## config.mk

```make
export PLATFORM = sky130hd
export DESIGN_NAME = serial_adder_flat
export DESIGN_NICKNAME = d
export VERILOG_FILES = /design/src/rtl/serial_adder_if.sv /design/src/rtl/serial_adder.sv /design/src/flat_wrapper.sv
export SDC_FILE = /design/constraint.sdc
export NUM_CORES = 1
export LEC_CHECK = 0
export CAP_MARGIN = 20
export CORE_ASPECT_RATIO = 1.2
export CORE_MARGIN = 1.5
export CORE_UTILIZATION = 54
export CTS_CLUSTER_SIZE = 25
export DETAILED_ROUTE_END_ITERATION = 7
export PLACE_DENSITY = 0.89
export RECOVER_POWER = 50
export SYNTH_ARGS = -nofsm -noshare
export SYNTH_HDL_FRONTEND = slang
export SYNTH_SLANG_ARGS = --single-unit
```

## constraint.sdc

```tcl
create_clock -name clk -period 1.92 [get_ports clk]
set_input_delay 0.192 -clock clk [delete_from_list [all_inputs] [get_ports clk]]
set_output_delay 0.192 -clock clk [all_outputs]
set_load 0.01 [all_outputs]
```

## src/rtl/serial_adder_if.sv

```systemverilog
// serial_adder_if: operand/result handshake bundle for serial_adder.
//   in_valid / in_ready / a / b      operand handshake (upstream -> adder)
//   out_valid / out_ready / sum / carry  result handshake (adder -> downstream)
// master: the side that supplies operands and consumes results.
// slave:  the adder itself.
interface serial_adder_if #(
    parameter int unsigned DATA_WIDTH = 8
);
    logic                  in_valid;
    logic                  in_ready;
    logic [DATA_WIDTH-1:0] a;
    logic [DATA_WIDTH-1:0] b;
    logic                  out_valid;
    logic                  out_ready;
    logic [DATA_WIDTH-1:0] sum;
    logic                  carry;

    modport master (
        output in_valid, a, b, out_ready,
        input  in_ready, out_valid, sum, carry
    );

    modport slave (
        input  in_valid, a, b, out_ready,
        output in_ready, out_valid, sum, carry
    );
endinterface

```

## src/rtl/serial_adder.sv

```systemverilog
// serial_adder: bit-serial unsigned adder, LSB first, one bit per clock.
// Ports:
//   clk    rising-edge clock
//   rst_n  asynchronous active-low reset
//   bus    serial_adder_if.slave: operand handshake (in_valid/in_ready/a/b)
//          and result handshake (out_valid/out_ready/sum/carry)
// One add takes DATA_WIDTH RUN cycles; {carry,sum} == a+b.

// Half-adder cell; purely combinational.
module serial_adder_ha (
    input  logic a_i,
    input  logic b_i,
    output logic s_c_o,
    output logic c_c_o
);
    assign s_c_o = a_i ^ b_i;
    assign c_c_o = a_i & b_i;
endmodule

module serial_adder #(
    parameter int unsigned DATA_WIDTH = 8
) (
    input  logic           clk,
    input  logic           rst_n,
    serial_adder_if.slave  bus
);
    localparam int unsigned CNT_W = $clog2(DATA_WIDTH + 1);

    typedef enum logic [1:0] {
        S_IDLE = 2'd0,
        S_RUN  = 2'd1,
        S_DONE = 2'd2
    } state_e;

    state_e                state_q,     state_d;
    logic [DATA_WIDTH-1:0] a_q,         a_d;
    logic [DATA_WIDTH-1:0] b_q,         b_d;
    logic [DATA_WIDTH-1:0] sum_q,       sum_d;
    logic                  carry_q,     carry_d;
    logic                  c_q,         c_d;
    logic [CNT_W-1:0]      cnt_q,       cnt_d;
    logic                  in_ready_q,  in_ready_d;
    logic                  out_valid_q, out_valid_d;

    logic s0, c0, s_bit, c1, c_next, last_bit;

    // Full-adder slice built from two half-adder cells and an OR.
    serial_adder_ha u_ha0 (.a_i(a_q[0]), .b_i(b_q[0]), .s_c_o(s0),    .c_c_o(c0));
    serial_adder_ha u_ha1 (.a_i(s0),     .b_i(c_q),    .s_c_o(s_bit), .c_c_o(c1));
    assign c_next   = c0 | c1;
    assign last_bit = (cnt_q == CNT_W'(DATA_WIDTH - 1));

    // State and datapath registers.
    always_ff @(posedge clk or negedge rst_n) begin
        if (!rst_n) begin
            state_q     <= S_IDLE;
            a_q         <= '0;
            b_q         <= '0;
            sum_q       <= '0;
            carry_q     <= 1'b0;
            c_q         <= 1'b0;
            cnt_q       <= '0;
            in_ready_q  <= 1'b1;
            out_valid_q <= 1'b0;
        end else begin
            state_q     <= state_d;
            a_q         <= a_d;
            b_q         <= b_d;
            sum_q       <= sum_d;
            carry_q     <= carry_d;
            c_q         <= c_d;
            cnt_q       <= cnt_d;
            in_ready_q  <= in_ready_d;
            out_valid_q <= out_valid_d;
        end
    end

    // Next-state and datapath update.
    always_comb begin
        state_d = state_q;
        a_d     = a_q;
        b_d     = b_q;
        sum_d   = sum_q;
        carry_d = carry_q;
        c_d     = c_q;
        cnt_d   = cnt_q;

        unique case (state_q)
            S_IDLE: begin
                if (bus.in_valid && in_ready_q) begin
                    a_d     = bus.a;
                    b_d     = bus.b;
                    c_d     = 1'b0;
                    cnt_d   = '0;
                    state_d = S_RUN;
                end
            end
            S_RUN: begin
                a_d   = a_q >> 1;
                b_d   = b_q >> 1;
                // Sum bit enters at the MSB; after DATA_WIDTH shifts bit 0 sits at the LSB.
                sum_d = (sum_q >> 1) | (DATA_WIDTH'(s_bit) << (DATA_WIDTH - 1));
                c_d   = c_next;
                cnt_d = cnt_q + CNT_W'(1);
                if (last_bit) begin
                    carry_d = c_next;
                    state_d = S_DONE;
                end
            end
            S_DONE: begin
                if (out_valid_q && bus.out_ready) begin
                    state_d = S_IDLE;
                end
            end
            default: begin
                state_d = S_IDLE;
            end
        endcase
    end

    // Handshake flags track the state register, so no path from in_valid/out_ready.
    always_comb begin
        in_ready_d  = (state_d == S_IDLE);
        out_valid_d = (state_d == S_DONE);
    end

    assign bus.in_ready  = in_ready_q;
    assign bus.out_valid = out_valid_q;
    assign bus.sum       = sum_q;
    assign bus.carry     = carry_q;
endmodule

```

## src/flat_wrapper.sv

```systemverilog
// flat-port wrapper written by rule: the top's interface ports become plain ports
module serial_adder_flat 
#(
    parameter int unsigned DATA_WIDTH = 8
)
  (clk, rst_n, bus_in_valid, bus_a, bus_b, bus_out_ready, bus_in_ready, bus_out_valid, bus_sum, bus_carry);
  serial_adder_if #(.DATA_WIDTH(DATA_WIDTH)) bus_i ();
  input  logic clk;
  input  logic rst_n;
  input wire logic [$bits(bus_i.in_valid)-1:0] bus_in_valid;
  input wire logic [$bits(bus_i.a)-1:0] bus_a;
  input wire logic [$bits(bus_i.b)-1:0] bus_b;
  input wire logic [$bits(bus_i.out_ready)-1:0] bus_out_ready;
  output wire logic [$bits(bus_i.in_ready)-1:0] bus_in_ready;
  output wire logic [$bits(bus_i.out_valid)-1:0] bus_out_valid;
  output wire logic [$bits(bus_i.sum)-1:0] bus_sum;
  output wire logic [$bits(bus_i.carry)-1:0] bus_carry;
  assign bus_i.in_valid = bus_in_valid;
  assign bus_i.a = bus_a;
  assign bus_i.b = bus_b;
  assign bus_i.out_ready = bus_out_ready;
  assign bus_in_ready = bus_i.in_ready;
  assign bus_out_valid = bus_i.out_valid;
  assign bus_sum = bus_i.sum;
  assign bus_carry = bus_i.carry;
  serial_adder #(.DATA_WIDTH(DATA_WIDTH)) u_core (.clk(clk), .rst_n(rst_n), .bus(bus_i));
endmodule
```

==> summary.md, run 1 <==
| Metric | Value |
|---|---|
| Crit-path slowest cell | dfstp_2 |
| Post-route cell area | 1846 um2 |
| Worst vdd ir | 940.6 uV |
| Worst slew margin | 46.05% |
| Register-to-register setup slack | 0.41 ns |
| Worst path top cell family by delay | flip-flops |
| Fin Setup TNS | 0 ns |
| #FFs+latches synth | 34 |
| Area leader, netlist | dfrtp_1 |
| Placer Congestion | 0.8755 |
| Power, Total | 2.987 mW |
| # rows | 20 |
| Post-synthesis sequential area ratio | 56.61% |
| Die area | 3114 um2 |
| Post-Synthesis Cells | 140 |
| Post-CTS resize count | 0 |
| Synth area leaders | dfrtp_1 (55%), nand2_1 (7.2%), a2bb2oi_1 (6.4%) |
| Root buffer cell | clkbuf_4 |
| Distinct cells, synth | 32 |
| Period utilization | 86.68% |
| CTS Buf Count | 5 |
| GRT Max-Usage Layer | met2 |
| Worst path bufs/invs | 1 |
| Layout net count | 193 |
| Peak Freq | 600.9 MHz |
| Max incr delay on CP | 0.59 ns |
| Startpoint types | register |
| Diode count | 0 |
| Longest Clk Path Bufs | 2 |
| Mapped Nets | 162 |
| Avg Cell Area, Syn | 10.75 um2 |
| Grt met3 use | 4.680% |
| Total congestion overflow | 0 |
| Fin. max-slew vios | 0 |
| Placed cell areas | 1805 um2 |
| Core ar. | 2603 um2 |
| First-pass GRT wire length | 5271 um |
| CTS tree | done |
| Vias per cell | 5.785 |
| First-iteration detailed-routing DRC count | 33 |
| Setup Skew | 0.01276 ns |
| Port-buffer cells | 30 |
| Hold Vio Cnt, Final | 0 |
| Synth top area share | 54.86% |
| GRT Util Overall | 23.51% |
| Layout cells sized above 1 | 6.395% |
| Critical Path AT | 1.47 ns |
| Drt drc | 0 |
| Max Cap Viol | 0 |
| Final setup vio count | 0 |
| Postcts setup bufs | 0 |
| Final ANT Viol Nets | 0 |
| Synth Cell Area | 1505 um2 |
| H-tree Lvls | 2 |
| Clk pin slew, worst setup/hold paths | 0.11 ns |
| CP Max Fanout | 6 |
| Synth warn | 0 |
| Vias in the first global route | 1169 |
| Area grow syn2layout | 22.61% |
| Met1 Use GR | 27.12% |
| P_leak | 0.8556 nW |
| CTS Sinks | 34 |
| Setup crit end kind | output pin |
| CP Cell Sequence | clkdlybuf4s50_1 |
| Final HPWL DP | 2316 um |
| 1st-pass router iterations | 4 |
| Final WL | 3217 um |
| Crit path time final | 1.664 ns |
| Via count | 1186 |
| Ports | 31 |
| RSZ-0062 raised after global routing | false |
| Latest clock arrival within the worst-skew pair | 0.33 ns |
| Die W | 51.20 um |
| Initial antenna violation count | 0 |
| Initial Util | 57.84% |
| Least-Margin Pin Slew | 0.8092 ns |
| CP required | 1.73 ns |
| PD cells | 1618 nW/um2 |
| Outcome | finished, final reports clean |
| Hold-fix buffers at CTS | 0 |
| Worst hold path type | in2async |
| Crit Path Class | reg2out |
| Largest net degree at the start of global routing | 35 |
| Met2 Resource Use GR | 42.49% |
| Wire length per cell | 15.69 um |
| Die height | 60.84 um |
cell families after synthesis:
| family | Yosys count | synth area share [%] |
|---|---|---|
| AO/OA/AOI/OAI | 45 | 21.03 |
| flip-flops | 34 | 56.61 |
| adder cells (fa/ha/maj) | 2 | 2.161 |
| AND/OR/NAND/NOR | 41 | 13.38 |
| buffers and inverters | 16 | 5.486 |
| multiplexers | 2 | 1.330 |
Yosys cell counts:
master     count
inv_1          8
nand3_1        2
o21ai_0        4
a22o_1         3
inv_2          1
nor2_4         1
a2bb2oi_1     11
buf_4          3
fa_1           1
a21oi_2        1
ha_1           1
a22oi_1        2
dfstp_2        1
mux2i_1        2
or2_2          1
o221ai_1       1
dfrtp_1       33
nand3b_2       1
o2bb2ai_1      1
buf_2          3
a21oi_1        6
and4b_1        1
buf_6          1
nand2_1       29
o22ai_1       14
a32o_1         1
nor2_1         1
and2b_1        1
nand2b_1       1
and3b_1        2
o21ai_1        1
or2_4          1
worst paths after layout:
path,cells after the start,end,start
setup / recovery,1,bus_in_ready,u_core.bus.in_ready$_DFF_PN1_
hold / removal,2,u_core.bus.sum[3]$_DFFE_PN0P_,rst_n
setup reg to reg,3,u_core.bus.carry$_DFFE_PN0P_,u_core.state_q[1]$_DFF_PN0_
hold reg to reg,2,u_core.bus.sum[3]$_DFFE_PN0P_,u_core.bus.sum[4]$_DFFE_PN0P_
max in group asynchronous,2,u_core.c_q$_DFFE_PN0P_,rst_n
min in group clk,3,u_core.b_q[5]$_DFFE_PN0P_,bus_b[5]
report_power, final:
group / switching (mW) / internal, mW / leakage [nW]
registers: 0.256 / 1.04 / 0.412
logic: 0.658 / 0.666 / 0.417
clock network: 0.217 / 0.146 / 0.0265
total: 1.13 / 1.86 / 0.856
registers in the layout (all words and copies together) (netlist names):
| signal | cells |
|---|---|
| u_core.c_q | 1 |
| u_core.b_q | 8 |
| u_core.bus.carry | 1 |
| u_core.state_q | 2 |
| u_core.bus.in_ready | 1 |
| u_core.bus.out_valid | 1 |
| u_core.bus.sum | 8 |
| u_core.cnt_q | 4 |
| u_core.a_q | 8 |
cell usage in the layout, fill, tap and decap left out, drive strengths merged:
cell type and instances:
dfrtp 33, nand2 29, clkdlybuf4s50 29, o22ai 14, a2bb2oi 11, inv 9
clkbuf 9, a21oi 7, o21ai 5, a22o 3, and3b 2, a22oi 2
mux2i 2, nand3 2, or2 2, nor2 2, and2b 1, nand2b 1
nand3b 1, o2bb2ai 1, and4b 1, o221ai 1, a32o 1, fa 1
ha 1, dlygate4sd3 1, dfstp 1
metrics by stage:
stage,util (%),cells,setup slack (ns),hold slack (ns)
after floorplan,-,140,0.6722,-0.1036
after global placement,69.38,197,0.4693,0.4616
after detailed placement,69.38,197,0.4289,0.4873
after CTS,71.25,205,0.2349,0.2623
after global routing,70.91,205,0.2322,0.4989
final,70.91,205,0.2558,0.4681
final cells by class:
class                           count  area [um2]
Inverter                            9       33.78
Sequential cell                    34       852.1
Multi-Input combinational cell     90       564.3
Clock buffer                        8       48.80
Timing Repair Buffer               31       305.3
Fill cell                         210       757.0
Tap cell                           33       41.29
metal layers:
metal | vias up | wire length [um]
li1 | 560 | -
met1 | 577 | 1353
met2 | 42 | 1652
met3 | 7 | 161
met4 | 0 | 49
met5 | - | 0
Note: power is estimated with default switching activity, not from simulation.
==> run 2, diff against run 1 <==
--- a/config.mk
+++ b/config.mk
@@ -6,13 +6,13 @@
 export NUM_CORES = 1
 export LEC_CHECK = 0
 export CAP_MARGIN = 20
-export CORE_ASPECT_RATIO = 1.2
-export CORE_MARGIN = 1.5
+export CORE_ASPECT_RATIO = 0.6
 export CORE_UTILIZATION = 54
 export CTS_CLUSTER_SIZE = 25
 export DETAILED_ROUTE_END_ITERATION = 7
 export PLACE_DENSITY = 0.89
 export RECOVER_POWER = 50
+export SKIP_CTS_REPAIR_TIMING = 1
 export SYNTH_ARGS = -nofsm -noshare
 export SYNTH_HDL_FRONTEND = slang
 export SYNTH_SLANG_ARGS = --single-unit
==> run 2 against run 1 <==
Effect of this change: sequential power about the same; wire length rose by 5.2%; utilization is 2.1 points higher; hold slack improved by 0.017 ns; worst setup slack gained 0.056 ns; clock skew decreased by 0.0064 ns; largest power group unchanged; first-iteration DRC count grew to 3.7 times the previous value; critical path depth unchanged; register-to-register slack lost 0.04 ns.
==> summary.md, run 2 (synthesis gave the netlist of run 1 again) <==
| Metric | Value |
|---|---|
| Outcome | finished, final reports clean |
| Startpoint types | register |
| PD cells | 1682 nW/um2 |
| Layout cells sized above 1 | 6.977% |
| Diode count | 0 |
| Initial antenna violation count | 0 |
| Worst hold path depth | 2 |
| Period utilization | 83.78% |
| Worst path bufs/invs | 1 |
| CP required | 1.73 ns |
| Commonest non-fill, non-tap cells in the layout | dfrtp_1 (33), nand2_1 (29), clkdlybuf4s50_1 (29) |
| R2R depth | 3 |
| Combinational Power Share | 43.0% |
| Final ANT Viol Nets | 0 |
| Die height | 42.90 um |
| Vias in the first global route | 1168 |
| Critical Path AT | 1.42 ns |
| Die W | 70.16 um |
| Initial Util | 58.45% |
| Vias per cell | 6.025 |
| CP Cell Sequence | clkdlybuf4s50_1 |
| Least-Margin Pin Slew | 0.8087 ns |
| Drt drc | 0 |
| Largest net degree at the start of global routing | 35 |
| Placer Congestion | 0.7917 |
| Area grow syn2layout | 24.85% |
| Crit path time final | 1.609 ns |
| Final setup vio count | 0 |
| Worst hold slack | 0.4847 ns |
| Post-route cell area | 1879 um2 |
| RSZ-0062 raised after global routing | false |
| Fin. max-slew vios | 0 |
| 1st-pass router iterations | 5 |
| Final HPWL DP | 2296 um |
| Longest Clk Path Bufs | 2 |
| Die area | 3010 um2 |
| Int Pwr | 1.976 mW |
| CTS Sinks | 34 |
| CTS tree | done |
| H-tree Lvls | 2 |
| First-iteration detailed-routing DRC count | 123 |
| Sequential Power Share | 41.5% |
| Worst slew margin | 46.09% |
| Via count | 1229 |
| Crit Path Class | reg2out |
| Total congestion overflow | 0 |
| Worst path top cell family by delay | flip-flops |
| WP depth | 1 |
| Clk pin slew, worst setup/hold paths | 0.06 ns |
| Peak Freq | 621.7 MHz |
| Post-Place Cells | 197 |
| Max incr delay on CP | 0.58 ns |
| Final WL | 3383 um |
| Max Cap Viol | 0 |
| Root buffer cell | clkbuf_8 |
| Core ar. | 2575 um2 |
| Fin Setup TNS | 0 ns |
| Worst hold path type | reg2reg |
| Setup Skew | 0.006349 ns |
| Wire length per cell | 16.58 um |
| Latest clock arrival within the worst-skew pair | 0.29 ns |
| First-pass GRT wire length | 5720 um |
| Switch share | 37.47% |
| Hold Vio Cnt, Final | 0 |
| Layout net count | 194 |
| GRT Util Overall | 25.53% |
| Placed cell areas | 1812 um2 |
| Final cell count without fillers | 204 |
| Port-buffer cells | 30 |
| Crit-path slowest cell | dfstp_2 |
| Clock power share | 15.5% |
| Commonest non-fill, non-tap cell in the layout | dfrtp_1 |
| # rows | 14 |
| Psw | 1.184 mW |
| Worst vdd ir | 843.6 uV |
| CTS Buf Count | 5 |
| Setup crit end kind | output pin |
| Ports | 31 |
| P_leak | 0.8724 nW |
| CP Max Fanout | 6 |
## run 2: final timing paths
kind | start | to | slack, ns
worst max-delay path | u_core.bus.in_ready$_DFF_PN1_ | bus_in_ready | 0.31
worst min-delay path | u_core.bus.sum[0]$_DFFE_PN0P_ | u_core.bus.sum[0]$_DFFE_PN0P_ | 0.48
worst max register to register | u_core.state_q[1]$_DFF_PN0_ | u_core.bus.carry$_DFFE_PN0P_ | 0.37
worst min register to register | u_core.bus.sum[0]$_DFFE_PN0P_ | u_core.bus.sum[0]$_DFFE_PN0P_ | 0.48
max in group asynchronous | rst_n | u_core.bus.sum[5]$_DFFE_PN0P_ | 0.89
min in group asynchronous | rst_n | u_core.a_q[4]$_DFFE_PN0P_ | 0.52
## run 2: routing by layer
metal | up-vias | part of all wire [%] | routed length, um | GRT usage (%)
met5 | - | 0 | 0 | 0
met4 | 0 | 0.41 | 14 | 6.000
met3 | 2 | 6.7 | 225 | 10.21
met2 | 41 | 47 | 1594 | 36.35
met1 | 623 | 46 | 1548 | 36.69
li1 | 563 | - | - | -
## run 2: power by group through the flow
stage	Combinational (mW)	Sequential, mW	Clock [mW]
floorplan	0.960	1.27	0
finish	1.36	1.31	0.489
detailed placement	1.37	1.31	0
CTS	1.38	1.31	0.491
global route	1.48	1.35	0.535
global placement	1.29	1.29	0
## run 2: worst register-to-register path: cells and delay by family, from the launching register on
family,cells,cell delay [ns]
DFF,1,0.55
muxes,1,0.16
and+or+nand+nor,2,0.73
## run 2: through the flow
step           setup WS, ns  utilization, %  total power, mW
2_1_floorplan        0.6722               -            2.226
3_3_place_gp         0.4590           70.36            2.579
3_5_place_dp         0.3747           70.36            2.676
4_1_cts              0.2997           73.32            3.179
5_1_grt              0.2701           72.98            3.364
6_report             0.3115           72.98            3.160
## run 2: cell type report
type                       count  area (um2)
timing repair buffer          32       312.8
tap                           32       40.04
sequential                    34       852.1
fill                         169       695.7
multi-input combinational     90       564.3
clock buffer                   7       76.32
inverter                       9       33.78
==> run 3, diff against run 2 <==
--- a/config.mk
+++ b/config.mk
@@ -7,10 +7,10 @@
 export LEC_CHECK = 0
 export CAP_MARGIN = 20
 export CORE_ASPECT_RATIO = 0.6
-export CORE_UTILIZATION = 54
+export CORE_UTILIZATION = 50
 export CTS_CLUSTER_SIZE = 25
 export DETAILED_ROUTE_END_ITERATION = 7
-export PLACE_DENSITY = 0.89
+export PLACE_DENSITY = 0.83
 export RECOVER_POWER = 50
 export SKIP_CTS_REPAIR_TIMING = 1
 export SYNTH_ARGS = -nofsm -noshare
==> constraint.sdc (replaced) <==
create_clock -name clk -period 1.64 [get_ports clk]
set_input_delay 0.164 -clock clk [delete_from_list [all_inputs] [get_ports clk]]
set_output_delay 0.164 -clock clk [all_outputs]
set_load 0.01 [all_outputs]
==> run 3 against run 2 <==
Effect of this change: sequential share of layout area decreased by 1.4 points; clock-buffer cell count grew 1; worst setup slack got worse by 0.10 ns; clock power increased by 49%; global-route usage decreased by 0.85 points; clock skew is 0.0017 ns lower; combinational power is 21% higher; flip-flop and latch count unchanged; largest power group unchanged; non-clock buffer count up 1; die area up 7.7%; first-iteration DRC count is 13% higher; critical path type is now reg2reg.
==> summary.md, run 3 (synthesis gave the netlist of run 1 again) <==
| Metric | Value |
|---|---|
| Worst hold path type | reg2reg |
| Via count | 1245 |
| Total congestion overflow | 0 |
| # rows | 14 |
| Final HPWL DP | 2431 um |
| Placer Congestion | 0.8469 |
| Period utilization | 87.17% |
| PD cells | 2001 nW/um2 |
| First-iteration detailed-routing DRC count | 139 |
| Area grow syn2layout | 28.84% |
| Die W | 72.83 um |
| Startpoint types | register |
| Drt drc | 0 |
| Diode count | 0 |
| Core ar. | 2680 um2 |
| Final WL | 3524 um |
| Least-Margin Pin Slew | 0.8311 ns |
| Critical Path AT | 1.63 ns |
| Setup crit end kind | register |
| Die height | 44.50 um |
| 1st-pass router iterations | 4 |
| Commonest non-fill, non-tap cells in the layout | dfrtp_1 (33), nand2_1 (29), clkdlybuf4s50_1 (28) |
| Ports | 31 |
| Peak Freq | 699.5 MHz |
| Vias per cell | 5.818 |
| Initial antenna violation count | 0 |
| Clk pin slew, worst setup/hold paths | 0.07 ns |
| Fin. max-slew vios | 0 |
| P_leak | 0.9120 nW |
| Final ANT Viol Nets | 0 |
| CP required | 1.84 ns |
| Pre-CTS WS | 0.1154 ns |
| First-pass GRT wire length | 5754 um |
| Die area | 3241 um2 |
| Outcome | finished, final reports clean |
| Longest Clk Path Bufs | 2 |
| GRT Util Overall | 24.68% |
| Min setup slack post-route | 0.2104 ns |
| Port-buffer cells | 30 |
| CTS tree | done |
| Root buffer cell | clkbuf_8 |
| CTS Sinks | 34 |
| Final setup vio count | 0 |
| CTS Buf Count | 5 |
| CP Max Fanout | 14 |
| Hold Vio Cnt, Final | 0 |
| Vias in the first global route | 1234 |
| Latest clock arrival within the worst-skew pair | 0.29 ns |
| Layout cells sized above 1 | 9.770% |
| Wire length per cell | 16.47 um |
| Crit Path Class | reg2reg |
| Largest net degree at the start of global routing | 35 |
| Worst slew margin | 44.59% |
| Commonest non-fill, non-tap cell in the layout | dfrtp_1 |
| Crit path time final | 1.430 ns |
| Fin Setup TNS | 0 ns |
| Setup Skew | 0.004692 ns |
| H-tree Lvls | 2 |
| Max Cap Viol | 0 |
| Initial Util | 56.16% |
| Layout net count | 195 |
| RSZ-0062 raised after global routing | false |
| Worst vdd ir | 1067 uV |
==> run 3: critical path: stages, from the launching register on <==
cell	delay [ns]
dfstp_1	0.65
a21oi_2	0.13
nor2_4	0.32
a2bb2oi_1	0.23
==> run 3: layout make-up <==
class	count	area [um2]
Timing Repair Buffer	33	322.8
Multi-Input combinational cell	90	570.5
Fill cell	188	740.7
Tap cell	40	50.05
Inverter	9	33.78
Clock buffer	8	110.1
Sequential cell	34	852.1
==> run 3: metrics by stage <==
step / hold WS (ns) / instances / power (mW) / utilization [%] / cell area [um2]
after floorplan: -0.1316 / 140 / 2.606 / - / 1505
after global placement: 0.4595 / 206 / 3.034 / 68.25 / 1829
after detailed placement: 0.4711 / 206 / 3.159 / 68.25 / 1829
after CTS: 0.3197 / 214 / 3.878 / 72.36 / 1939
after global routing: 0.5263 / 214 / 4.108 / 72.36 / 1939
final: 0.4908 / 214 / 3.880 / 72.36 / 1939
==> run 3: path summary, 6_finish.rpt <==
check	from	end	slack, ns	depth (start not counted)
setup / recovery	u_core.bus.in_ready$_DFF_PN1_	u_core.b_q[3]$_DFFE_PN0P_	0.21	3
hold / removal	u_core.bus.sum[5]$_DFFE_PN0P_	u_core.bus.sum[4]$_DFFE_PN0P_	0.49	2
setup reg to reg	u_core.bus.in_ready$_DFF_PN1_	u_core.b_q[3]$_DFFE_PN0P_	0.21	3
hold reg to reg	u_core.bus.sum[5]$_DFFE_PN0P_	u_core.bus.sum[4]$_DFFE_PN0P_	0.49	2
max in group asynchronous	rst_n	u_core.bus.sum[5]$_DFFE_PN0P_	0.59	2
min in group asynchronous	rst_n	u_core.bus.sum[3]$_DFFE_PN0P_	0.53	2
==> run 3: layer usage <==
| layer | wire length [um] | vias to the layer above | track usage, % |
|---|---|---|---|
| met5 | 0 | - | 0 |
| met4 | 46 | 0 | 9.020 |
| met3 | 235 | 8 | 8.200 |
| met2 | 1666 | 57 | 39.07 |
| met1 | 1575 | 613 | 32.24 |
| li1 | - | 567 | - |
==> run 3: where the power goes <==
group / internal, mW / switching, mW / total, mW / leakage [nW]
Clock: 0.424 / 0.303 / 0.727 / 0.0575
Combinational: 0.818 / 0.821 / 1.64 / 0.443
Sequential: 1.22 / 0.294 / 1.51 / 0.412
Total: 2.46 / 1.42 / 3.88 / 0.912
